==> src/rtl/mecobo_sched_pkg.sv <==
// Shared definitions for the timed command scheduler: FSM states, opcodes
// and the bit positions of the fields inside a packed command word.
package mecobo_sched_pkg;

  typedef enum logic [2:0] {
    IDLE       = 3'd0,
    FETCH      = 3'd1,
    WAIT_VALID = 3'd2,
    HOLD       = 3'd3,
    ISSUE      = 3'd4
  } sched_state_t;

  typedef enum logic [1:0] {
    OP_WRITE      = 2'b00,
    OP_RESET_TIME = 2'b01,
    OP_BROADCAST  = 2'b10,
    OP_INVALID    = 2'b11
  } sched_op_t;

  localparam int unsigned OP_W = 2;

  // Command word is {timestamp, opcode, addr, data}, MSB first.
  function automatic int unsigned addr_lsb(input int unsigned data_w);
    return data_w;
  endfunction

  function automatic int unsigned op_lsb(input int unsigned addr_w, input int unsigned data_w);
    return addr_w + data_w;
  endfunction

  function automatic int unsigned ts_lsb(input int unsigned addr_w, input int unsigned data_w);
    return addr_w + data_w + OP_W;
  endfunction

endpackage

==> src/rtl/timed_cmd_scheduler_chan_decode.sv <==
// Channel index to one-hot select, with broadcast override and an
// out-of-range flag for indices beyond the implemented channel count.
module chan_decode #(
  parameter int unsigned NUM_CHANNELS = 16,
  parameter int unsigned IDX_W        = 8
) (
  input  logic [IDX_W-1:0]        idx,
  input  logic                    broadcast,
  output logic [NUM_CHANNELS-1:0] onehot,
  output logic                    out_of_range
);

  localparam int unsigned CW = (IDX_W > 32) ? IDX_W : 32;

  logic [CW-1:0] idx_w;
  assign idx_w = CW'(idx);

  always_comb begin
    onehot       = '0;
    out_of_range = (idx_w >= CW'(NUM_CHANNELS));
    if (broadcast) begin
      onehot = '1;
    end else begin
      for (int unsigned i = 0; i < NUM_CHANNELS; i++) begin
        onehot[i] = (idx_w == CW'(i));
      end
    end
  end

endmodule

==> src/rtl/timed_cmd_scheduler.sv <==
// Pops timestamped commands from a FIFO, holds each until global time reaches
// its timestamp, then issues it on the command bus as a one-cycle strobe.
module timed_cmd_scheduler
  import mecobo_sched_pkg::*;
#(
  parameter int unsigned NUM_CHANNELS = 16,
  parameter int unsigned TIME_W       = 32,
  parameter int unsigned ADDR_W       = 16,
  parameter int unsigned DATA_W       = 32,
  parameter int unsigned CH_SHIFT     = 8
) (
  input  logic                                   clk,
  input  logic                                   rst,
  input  logic                                   halt,
  input  logic [TIME_W+OP_W+ADDR_W+DATA_W-1:0]   cmd_fifo_dout,
  input  logic                                   cmd_fifo_empty,
  input  logic                                   cmd_fifo_valid,
  output logic                                   cmd_fifo_rd_en,
  output logic [TIME_W-1:0]                      current_time,
  output logic [ADDR_W-1:0]                      cmd_bus_addr,
  output logic [DATA_W-1:0]                      cmd_bus_data,
  output logic                                   cmd_bus_en,
  output logic                                   cmd_bus_wr,
  output logic [NUM_CHANNELS-1:0]                chan_sel,
  output logic [15:0]                            late_count,
  output logic [15:0]                            err_count,
  output logic                                   busy
);

  localparam int unsigned CMD_W    = TIME_W + OP_W + ADDR_W + DATA_W;
  localparam int unsigned ADDR_LSB = addr_lsb(DATA_W);
  localparam int unsigned OP_LSB   = op_lsb(ADDR_W, DATA_W);
  localparam int unsigned TS_LSB   = ts_lsb(ADDR_W, DATA_W);

  sched_state_t state, state_nxt;

  logic [CMD_W-1:0]        cmd_q;
  logic                    hold_first;
  logic [TIME_W-1:0]       cmd_ts;
  sched_op_t               cmd_op;
  logic [ADDR_W-1:0]       cmd_addr;
  logic [DATA_W-1:0]       cmd_data;
  logic [NUM_CHANNELS-1:0] dec_sel;
  logic                    dec_oor;
  logic                    time_reached;
  logic                    drive_bus;
  logic                    drop_cmd;

  assign cmd_ts   = cmd_q[TS_LSB +: TIME_W];
  assign cmd_op   = sched_op_t'(cmd_q[OP_LSB +: OP_W]);
  assign cmd_addr = cmd_q[ADDR_LSB +: ADDR_W];
  assign cmd_data = cmd_q[DATA_W-1:0];

  assign time_reached = (current_time >= cmd_ts);
  assign drive_bus    = (cmd_op == OP_BROADCAST) || (cmd_op == OP_WRITE && !dec_oor);
  assign drop_cmd     = (cmd_op == OP_INVALID)   || (cmd_op == OP_WRITE && dec_oor);

  chan_decode #(
    .NUM_CHANNELS (NUM_CHANNELS),
    .IDX_W        (ADDR_W - CH_SHIFT)
  ) u_chan_decode (
    .idx          (cmd_addr[ADDR_W-1:CH_SHIFT]),
    .broadcast    (cmd_op == OP_BROADCAST),
    .onehot       (dec_sel),
    .out_of_range (dec_oor)
  );

  always_ff @(posedge clk or negedge rst) begin
    if (!rst) state <= IDLE;
    else      state <= state_nxt;
  end

  always_comb begin
    state_nxt      = state;
    cmd_fifo_rd_en = 1'b0;
    busy           = (state != IDLE);
    unique case (state)
      IDLE:       if (!cmd_fifo_empty && !halt) state_nxt = FETCH;
      FETCH: begin
        cmd_fifo_rd_en = 1'b1;
        state_nxt      = WAIT_VALID;
      end
      WAIT_VALID: if (cmd_fifo_valid) state_nxt = HOLD;
      HOLD:       if (time_reached) state_nxt = ISSUE;
      ISSUE:      state_nxt = IDLE;
      default:    state_nxt = IDLE;
    endcase
  end

  // Bus outputs are registered on the HOLD->ISSUE edge so they are valid
  // exactly during the ISSUE cycle.
  always_ff @(posedge clk or negedge rst) begin
    if (!rst) begin
      current_time <= '0;
      cmd_q        <= '0;
      hold_first   <= 1'b0;
      cmd_bus_addr <= '0;
      cmd_bus_data <= '0;
      cmd_bus_en   <= 1'b0;
      cmd_bus_wr   <= 1'b0;
      chan_sel     <= '0;
      late_count   <= '0;
      err_count    <= '0;
    end else begin
      cmd_bus_en <= 1'b0;
      cmd_bus_wr <= 1'b0;
      chan_sel   <= '0;
      hold_first <= 1'b0;

      if (state == ISSUE && cmd_op == OP_RESET_TIME) current_time <= '0;
      else                                           current_time <= current_time + TIME_W'(1);

      if (state == WAIT_VALID && cmd_fifo_valid) begin
        cmd_q      <= cmd_fifo_dout;
        hold_first <= 1'b1;
      end

      if (state == HOLD && hold_first && current_time > cmd_ts && late_count != '1)
        late_count <= late_count + 16'd1;

      if (state == HOLD && time_reached) begin
        cmd_bus_addr <= cmd_addr;
        cmd_bus_data <= cmd_data;
        if (drive_bus) begin
          cmd_bus_en <= 1'b1;
          cmd_bus_wr <= 1'b1;
          chan_sel   <= dec_sel;
        end
        if (drop_cmd && err_count != '1) err_count <= err_count + 16'd1;
      end
    end
  end

endmodule
==> config.mk <==
export PLATFORM = sky130hd
export DESIGN_NAME = timed_cmd_scheduler
export DESIGN_NICKNAME = d
export VERILOG_FILES = /design/src/rtl/mecobo_sched_pkg.sv /design/src/rtl/timed_cmd_scheduler_chan_decode.sv /design/src/rtl/timed_cmd_scheduler.sv
export SDC_FILE = /design/constraint.sdc
export NUM_CORES = 1
export LEC_CHECK = 0
export ABC_AREA = 1
export CAP_MARGIN = 20
export CORE_MARGIN = 4
export CORE_UTILIZATION = 55
export DETAILED_ROUTE_END_ITERATION = 10
export DONT_BUFFER_PORTS = 1
export PLACE_DENSITY = 0.79
export SLEW_MARGIN = 20
export SYNTH_ARGS = -nofsm -noshare
export SYNTH_HDL_FRONTEND = slang
export SYNTH_SLANG_ARGS = --single-unit
==> constraint.sdc <==
create_clock -name clk -period 2.1 [get_ports clk]
set_clock_uncertainty 0.05 [all_clocks]
set_input_delay 0.315 -clock clk [delete_from_list [all_inputs] [get_ports clk]]
set_output_delay 0.315 -clock clk [all_outputs]
set_load 0.01 [all_outputs]
# Yosys cells after proc, flatten, opt, wreduce, memory -nomap -nowiden
# Index checks and enable logic that the tools add are counted.
[op_classes]
n_addsub = 3
order_cmp = 3
n_eq_ne = 27
mux = 12
n_reduce_logical = 21
[ops]
columns = ["operator", "n"]
rows = [
  ["8-bit by 4-bit equality test with 1-bit output (second input constant)", 8],
  ["16-bit two-way mux", 3],
  ["16-bit by 1-bit adder with 16-bit output (second input constant)", 2],
  ["32-bit by 1-bit adder with 32-bit output (second input constant)", 1],
  ["8-bit by 3-bit equality test with 1-bit output (second input constant)", 4],
  ["32-bit >= comparator", 1],
  ["32-bit greater-than comparator", 1],
  ["32-bit logical NOT", 1],
  ["32-bit two-way mux", 1],
  ["16-bit inequality test (second input constant)", 2],
  ["8-bit by 2-bit equality test with 1-bit output (second input constant)", 2],
  ["3-bit one-hot mux with 4 select lines", 1],
  ["1-bit logical AND", 10],
  ["3-bit two-way mux", 3],
  ["8-bit by 1-bit equality test with 1-bit output (second input constant)", 1],
  ["8-bit by 5-bit >= comparator with 1-bit output (second input constant)", 1],
  ["3-bit by 2-bit equality test with 1-bit output (second input constant)", 2],
  ["2-bit inequality test (second input constant)", 3],
  ["2-bit equality test (second input constant)", 2],
  ["1-bit two-way mux", 4],
  ["3-bit by 1-bit equality test with 1-bit output (second input constant)", 1],
  ["3-bit equality test (second input constant)", 1],
  ["1-bit logical NOT", 3],
  ["3-bit logical NOT", 1],
  ["other kinds (6)", 7],
]
[word_totals]
reg_bits = 215
inputBits = 87
out_inout_bits = 132
elab_cells = 76

# Longest topological paths before layout
# Gate-level depths: netlist of run 1.
[logic_depth]
word_depth = 6
mapped_depth = 18
mapped_depth_nobuf = 16

# Cells and area by module
# Synthesis of run 1 repeated with hierarchy kept, for this count alone.
[unflattened]
cells_unflattened = 1209
hier_area_um2 = 10254.8
[by_module_without_submodules]
columns = ["mod", "instances", "cells_each", "area_per_inst_um2", "seq_area_each_um2"]
rows = [
  ["timed_cmd_scheduler", 1, 1148, 9970.8, 5380.2],
  ["chan_decode", 1, 61, 284.0, 0.0],
]

# Worst setup path after synthesis of run 1
# Ideal clock, no wire load.
[synth_timing]
kind = "register to register"
from = "register current_time[21]"
to = "register cmd_bus_addr[0]"
setup_time_ps = 130
arrival_time_ps = 1887
required_time_ps = 1920
slack_ps = 33
path_stages_with_launch = 13
path_buffers = 1
synth_period_minus_slack_ps = 2067
cell_sequence = "dfrtp_1 > ha_1 > nand2_1 > inv_1 > o21ai_1 > nand2_1 > nand3_1 > nand2_1 > nor2_4 > nand3_4 > nand2_4 > clkbuf_1 > o21ai_1"
[synth_via]
elab_chain_len = 2
[synth_rtl]
columns = ["item", "line_no", "rtl"]
rows = [
  ["from (decl)", "timed_cmd_scheduler.sv:19", "output logic [TIME_W-1:0] current_time,"],
  ["from (signal assigned)", "timed_cmd_scheduler.sv:111", "else current_time <= current_time + TIME_W'(1);"],
  ["32-bit >= comparator", "timed_cmd_scheduler.sv:54", "assign time_reached = (current_time >= cmd_ts);"],
  ["1-bit logical AND", "timed_cmd_scheduler.sv:121", "if (state == HOLD && time_reached) begin"],
  ["to (signal assigned)", "timed_cmd_scheduler.sv:122", "cmd_bus_addr <= cmd_addr;"],
  ["to (decl)", "timed_cmd_scheduler.sv:20", "output logic [ADDR_W-1:0] cmd_bus_addr,"],
]
# No other way between the ends.
# A chain may end at the register's enable or synchronous reset.

# Worst setup path in the final report of run 1
[layout_timing]
from = "register current_time[26]"
to = "register cmd_bus_data[19]"
[layout_via]
elab_chain_len = 2
[layout_rtl]
columns = ["item", "line_no", "rtl"]
rows = [
  ["32-bit >= comparator", "timed_cmd_scheduler.sv:54", ""],
  ["1-bit logical AND", "timed_cmd_scheduler.sv:121", ""],
  ["to (signal assigned)", "timed_cmd_scheduler.sv:123", "cmd_bus_data <= cmd_data;"],
  ["to (decl)", "timed_cmd_scheduler.sv:21", "output logic [DATA_W-1:0] cmd_bus_data,"],
]
# No other way between the ends.

==> flow_metrics.py, run 1 <==
metrics = {
    "status": {
        "status": "finished, violations left",
        "violations": "negative hold slack, negative setup slack",
    },
    "layout": {
        "finalNonFillerCells": 1579,
        "areaGrowthSynthToFinish_pct": 27.16,
        "drive_gt1_frac": 0.1743,
        "final_nets": 1454,
        "design_area_um2": 13130,
    },
    "power_and_ir_drop": {
        "power_w": 0.01274,
        "p_per_area_nw_per_um2": 969.7,
        "vdd_ir_drop_max_v": 0.0006420,
        "leakagePower_nw": 6.212,
    },
    "floorplanning": {
        "initial_core_util": 0.5672,
        "die_area_um2": 21040,
        "io_pins": 219,
        "die_y_um": 145.0,
        "rows": 49,
        "core-area_um2": 18210,
        "die_w_um": 145.0,
    },
    "clock_network": {
        "cts_tree": "yes",
        "clk_pin_slew_ps": 70,
        "cts_sinks": 215,
        "cts_made_buffers": 23,
        "hold_buffers": 83,
        "cts_root_buf": "clkbuf_16",
        "cts_max_level": 1,
        "clk_latency_ps": 500,
        "clockBufferDepth": 3,
    },
    "grt": {
        "grt_use_met2": 0.4521,
        "grt-ovfl-total": 0,
        "use_met1": 0.3308,
        "grt_use_total": 0.2612,
        "use_met3": 0.06423,
        "grt_pass1_wl_um": 45820,
        "grt_pass1_vias": 8714,
        "antenna_found_initial": 2,
        "gr-max-usage-layer": "met2",
        "grt_max_degree": 216,
    },
    "sta": {
        "rsz0062_at_grt": "true",
        "hold_ws_ps": -546.9,
        "fin_ws_ps": -76.27,
        "finalMaxSlewViolations": 0,
        "hold_violations": 215,
        "finalSetupViolCount": 69,
        "fmax_ghz": 0.4595,
        "layout_min_cycle_time_ps": 2176,
        "relSlewSlack": 0.5932,
        "min_period_over_period": 1.036,
        "worstMarginPinSlew_ps": 605.6,
    },
    "critical_path": {
        "cpMostUsedCell": "nand2_2",
        "path_max_fanout": 21,
        "crit_start": "current_time[26]$_DFF_PN0_",
        "startpoint_type": "register",
        "r2r_setup_slack_ps": -80,
        "crit_chain": "ha_1 > nand2_2 > nor2_2 > nand4_1 > nor2_4 > nand2_2 > nand3_4 > nand2_8 > buf_12 > nand2_1 > o21ai_1",
        "reg2reg_from": "current_time[26]$_DFF_PN0_",
        "worstPathRequired_ps": 2430,
        "end_kind": "register",
        "slowest_stage": "dfrtp_1",
        "cp_slowest_stage_delay_ps": 400,
        "worstPathArrival_ps": 2510,
        "path_class": "reg -> reg",
    },
    "place": {
        "port_buffers": 0,
        "place_inst": 1440,
        "postPlaceCellArea_um2": 10980,
        "pre_cts_ws_ps": -26.69,
        "hpwlAfterDp_um": 18400,
        "place_congestion": 0.9126,
    },
    "yosys": {
        "synth_commonest_cells": "nand2_1 (304), dfrtp_1 (215), inv_1 (123)",
        "yosysSeqAreaShare": 0.5209,
        "synth_edf_count": 0,
        "synth-seq-cells": 215,
        "synth_top_area_share": 0.5209,
        "yosysTopAreaCell": "dfrtp_1",
        "synth_area_leaders": "dfrtp_1 (52%), nand2_1 (11%), inv_1 (4.5%), o21ai_0 (4.3%), ha_1 (4.2%)",
        "syn_area_per_cell_um2": 8.709,
        "yosysMostFrequentCell": "nand2_1",
        "syn-num-nets": 1308,
        "synth_top_flop_cell": "dfrtp_1",
        "netlist_instances": 1186,
        "ys_types": 40,
        "synthesis.area_um2": 10330,
        "yosysWarnings": 0,
        "async_flop_share": 1.000,
    },
    "drt": {
        "drc": 0,
        "routedWlPerCell_um": 18.44,
        "drt_iter0_markers": 670,
        "drt-pass1-iter-count": 5,
        "vias": 8982,
        "ant_nets": 0,
        "wl_um": 29110,
        "viasPerCell": 5.688,
    },
    "hold_path": {
        "hold_path_class": "in -> async",
    },
    "flow_run": {
        "cap_violations": 0,
    },
}
==> layout by cell type, fill, tap and decap left out, types with 2 or more instances in the layout <==
master and n:
a21oi_1 41, a21oi_2 3, a31oi_1 3, buf_12 8, buf_16 2, buf_4 66
buf_6 2, bufinv_16 4, clkbuf_16 26, clkbuf_8 2, clkinv_2 8, clkinv_4 3
dfrtp_1 215, diode_2 2, dlygate4sd3_1 83, ha_1 24, ha_4 11, inv_1 115
inv_2 23, nand2_1 287, nand2_2 15, nand2_4 4, nand2_8 2, nand3_1 35
nand3_2 2, nand3_4 2, nand4_1 34, nor2_1 67, nor2_2 9, nor2_4 6
nor3_1 21, nor3_2 14, nor3_4 5, nor4_1 8, o21ai_0 88, o21ai_1 47
o21ai_2 12, xnor2_1 15, xor2_1 23
==> cell type report <==
| type | count | area, um2 |
|---|---|---|
| Antenna cell | 2 | 5.005 |
| Tap cell | 229 | 286.5 |
| Timing Repair Buffer | 164 | 1639 |
| Sequential cell | 215 | 5380 |
| Clock inverter | 15 | 188.9 |
| Multi-Input combinational cell | 788 | 4498 |
| Inverter | 140 | 529.3 |
| Fill cell | 1219 | 5075 |
| Clock buffer | 26 | 606.8 |
==> timing repair <==
action,in CTS,in global routing
cloned,1,4
buffers inserted,1,7
pin swaps,10,15
gates resized for setup,8,63
endpoints found under the hold margin,298,215
endpoints found under the setup margin,39,102
==> worst max-delay path: cells and delay by family (launching register included) <==
kind                     cells  cell delay [ps]
flip-flops                   1              400
AO/OA/AOI/OAI                1               90
adder cells (fa/ha/maj)      1              330
buffers and inverters        1              170
AND/OR/NAND/NOR              8             1000
==> report_power, final <==
group / total, W / switching (W) / internal [W]
Combinational: 0.00325 / 0.00219 / 0.00106
Clock: 0.00425 / 0.00167 / 0.00258
Sequential: 0.00524 / 0.000303 / 0.00494
==> path summary, 6_finish.rpt <==
check	to	depth (start not counted)
min in group clk	state[1]$_DFFE_PN0P_	3
max reg2reg	cmd_bus_data[19]$_DFFE_PN0P_	11
max	cmd_bus_data[19]$_DFFE_PN0P_	11
min reg2reg	cmd_q[50]$_DFFE_PN0P_	2
max in group asynchronous	state[0]$_DFFE_PN0P_	0
min	cmd_q[3]$_DFFE_PN0P_	0
==> cells by family (layout without fill, tap and decap cells) <==
group / after synthesis / in the layout / synth area share
AND/OR/NAND/NOR: 516 / 517 / 0.2279
adder cells (fa/ha/maj): 35 / 35 / 0.04240
AO/OA/AOI/OAI: 197 / 197 / 0.09970
other: 0 / 2 / 0
buffers and inverters: 184 / 345 / 0.07607
flip-flops: 215 / 215 / 0.5209
XOR/XNOR: 39 / 39 / 0.03307
==> per-layer routing <==
layer	up-vias	share of wire
met5	-	0
met4	0	0.029
met3	64	0.079
met2	397	0.51
met1	4373	0.38
li1	4148	-
==> flip-flops by register name (all words and copies together) (netlist names) <==
name,flops
cmd_bus_wr,1
state,3
cmd_bus_addr,16
cmd_bus_data,32
current_time,32
late_count,16
hold_first,1
chan_sel,16
cmd_q,82
err_count,16
==> through the flow <==
stage                     setup TNS (ps)    util  hold WS, ps
after floorplan                        0       -       -30.59
after global placement                 0  0.6028       -24.46
after detailed placement          -148.4  0.6028       -23.04
after CTS                         -50.30  0.6971       -557.3
after global routing              -12860  0.7213       -574.4
final                              -2351  0.7213       -546.9
No activity file was read; power rests on OpenSTA's default activity.
==> run 2, diff against run 1 <==
Settings changed: CTS_CLUSTER_SIZE set to 28.
==> results of run 2 <==
The final DEF is identical to that of run 1; final timing and power are the same.
==> run 3, diff against run 2 <==
Settings changed: CORE_UTILIZATION 55 to 58, PLACE_DENSITY 0.79 to 0.76, REMOVE_ABC_BUFFERS set to 1.
==> flow_metrics.py, run 3 (synthesis results as in run 1) <==
metrics = {
    "sta": {
        "fmax_ghz": 0.4525,
        "rsz0062_at_grt": "true",
        "relSlewSlack": 0.5763,
        "hold_violations": 215,
        "worstMarginPinSlew_ps": 633.5,
        "finalMaxSlewViolations": 0,
        "finalSetupViolCount": 85,
        "fin_ws_ps": -110.0,
        "layout_min_cycle_time_ps": 2210,
        "min_period_over_period": 1.052,
        "hold_ws_ps": -539.1,
    },
    "critical_path": {
        "worstPathRequired_ps": 2420,
        "worstPathArrival_ps": 2530,
        "cp_slowest_stage_delay_ps": 370,
        "path_max_fanout": 18,
        "path_class": "reg -> reg",
        "r2r_cells": 12,
        "slowest_stage": "dfrtp_1",
        "startpoint_type": "register",
        "crit_chain": "inv_1 > ha_4 > a21o_1 > nor2_1 > nand2_1 > nand2_1 > nand2_2 > nand2_2 > nand3_4 > nand2_4 > clkbuf_16 > o21ai_1",
        "end_kind": "register",
    },
    "layout": {
        "top_register": "cmd_q",
        "areaGrowthSynthToFinish_pct": 29.18,
        "fillerInstances": 1083,
        "reg_top3": "cmd_q x82, cmd_bus_data x32, current_time x32",
        "final_cell_mix": "nand2_1 (262), dfrtp_1 (215), inv_1 (119)",
        "largest_register_ffs": 82,
        "final_common_cell": "nand2_1",
        "final_nets": 1467,
        "drive_gt1_frac": 0.2019,
        "utilization": 0.7687,
        "finalNonFillerCells": 1588,
    },
    "floorplanning": {
        "die_w_um": 141.4,
        "die_y_um": 141.4,
        "io_pins": 219,
        "initial_core_util": 0.5951,
        "die_area_um2": 20010,
        "rows": 48,
        "core-area_um2": 17360,
    },
    "status": {
        "status": "finished, violations left",
        "violations": "negative hold slack, negative setup slack",
    },
    "clock_network": {
        "cts_made_buffers": 23,
        "cts_max_level": 1,
        "clockBufferDepth": 3,
        "hold_buffers": 83,
        "cts_root_buf": "clkbuf_16",
        "clk_latency_ps": 500,
        "clk_pin_slew_ps": 60,
        "cts_sinks": 215,
        "cts_tree": "yes",
    },
    "drt": {
        "wl_um": 28440,
        "routedWlPerCell_um": 17.91,
        "drt-pass1-iter-count": 5,
        "viasPerCell": 5.503,
        "drc": 0,
        "vias": 8739,
        "ant_nets": 0,
        "drt_iter0_markers": 472,
    },
    "grt": {
        "grt-ovfl-total": 0,
        "grt_pass1_vias": 8650,
        "grt_pass1_wl_um": 43400,
        "grt_max_degree": 216,
        "antenna_found_initial": 1,
        "grt_use_total": 0.2640,
    },
    "power_and_ir_drop": {
        "leakagePower_nw": 6.254,
        "p_per_area_nw_per_um2": 940.0,
        "vdd_ir_drop_max_v": 0.0008294,
    },
    "place": {
        "port_buffers": 0,
        "pre_cts_ws_ps": -124.1,
        "place_inst": 1450,
        "hpwlAfterDp_um": 17730,
        "place_congestion": 0.9703,
    },
    "flow_run": {
        "cap_violations": 0,
    },
    "hold_path": {
        "hold_path_class": "in -> async",
    },
}
[run 3: changes by cell type in the layout (fill, tap and decap cells not counted), sizes merged]
cell | before | now
buf | 78 | 91
bufinv | 4 | 2
clkbuf | 29 | 35
clkinv | 11 | 7
clkinvlp | 1 | 0
diode | 2 | 1
inv | 139 | 141
[run 3: timing repair]
item / CTS / global route
endpoints found under the setup margin: 91 / 100
pin swaps: 7 / 15
gates cloned: 3 / 5
setup buffers: 2 / 4
endpoints found under the hold margin: 298 / 215
gates resized for setup: 36 / 90
[run 3: per-stage QoR]
step                      TNS [ps]  area [um2]  power, W
after floorplan             -42590       10070  0.007155
after global placement       -1118       11040  0.007744
after detailed placement     -5265       11040  0.007914
after CTS                   -156.6       12880   0.01226
after global routing        -15450       13340   0.01329
final                        -4969       13340   0.01254
[run 3: critical path: cells and delay by family, from the launching register on]
| family | cells | cell delay, ps |
|---|---|---|
| fa+ha+maj | 1 | 220 |
| flops | 1 | 370 |
| compound gates | 2 | 280 |
| buf+inv | 2 | 330 |
| simple gates | 7 | 820 |
[run 3: per-layer routing]
metal / share of wire / track usage
met5: 0 / 0
met4: 0.024 / 0.06263
met3: 0.085 / 0.07347
met2: 0.51 / 0.4635
met1: 0.38 / 0.3255
[run 3: power by group]
group / internal [W] / switching [W]
clock: 0.00244 / 0.00160
sequential: 0.00494 / 0.000306
combinational: 0.00106 / 0.00219
total: 0.00845 / 0.00410
[run 3: final timing paths]
check,from,endpoint,slack (ps)
setup / recovery,cmd_q[57]$_DFFE_PN0P_,cmd_bus_data[9]$_DFFE_PN0P_,-110
hold / removal,rst,cmd_q[24]$_DFFE_PN0P_,-540
setup reg to reg,cmd_q[57]$_DFFE_PN0P_,cmd_bus_data[9]$_DFFE_PN0P_,-110
hold reg to reg,cmd_q[50]$_DFFE_PN0P_,cmd_q[50]$_DFFE_PN0P_,440
max in group asynchronous,rst,cmd_q[77]$_DFFE_PN0P_,2310
min in group clk,cmd_fifo_empty,state[1]$_DFFE_PN0P_,80
[run 3: final cells by class]
type | instances | area (um2) | share of cell area
Antenna cell | 1 | 2.502 | 0.0001875
Clock buffer | 32 | 659.4 | 0.04942
Clock inverter | 10 | 107.6 | 0.008064
Inverter | 140 | 529.3 | 0.03967
Multi-Input combinational cell | 788 | 4639 | 0.3477
Sequential cell | 215 | 5380 | 0.4032
Tap cell | 225 | 281.5 | 0.02110
Timing Repair Buffer | 177 | 1743 | 0.1306
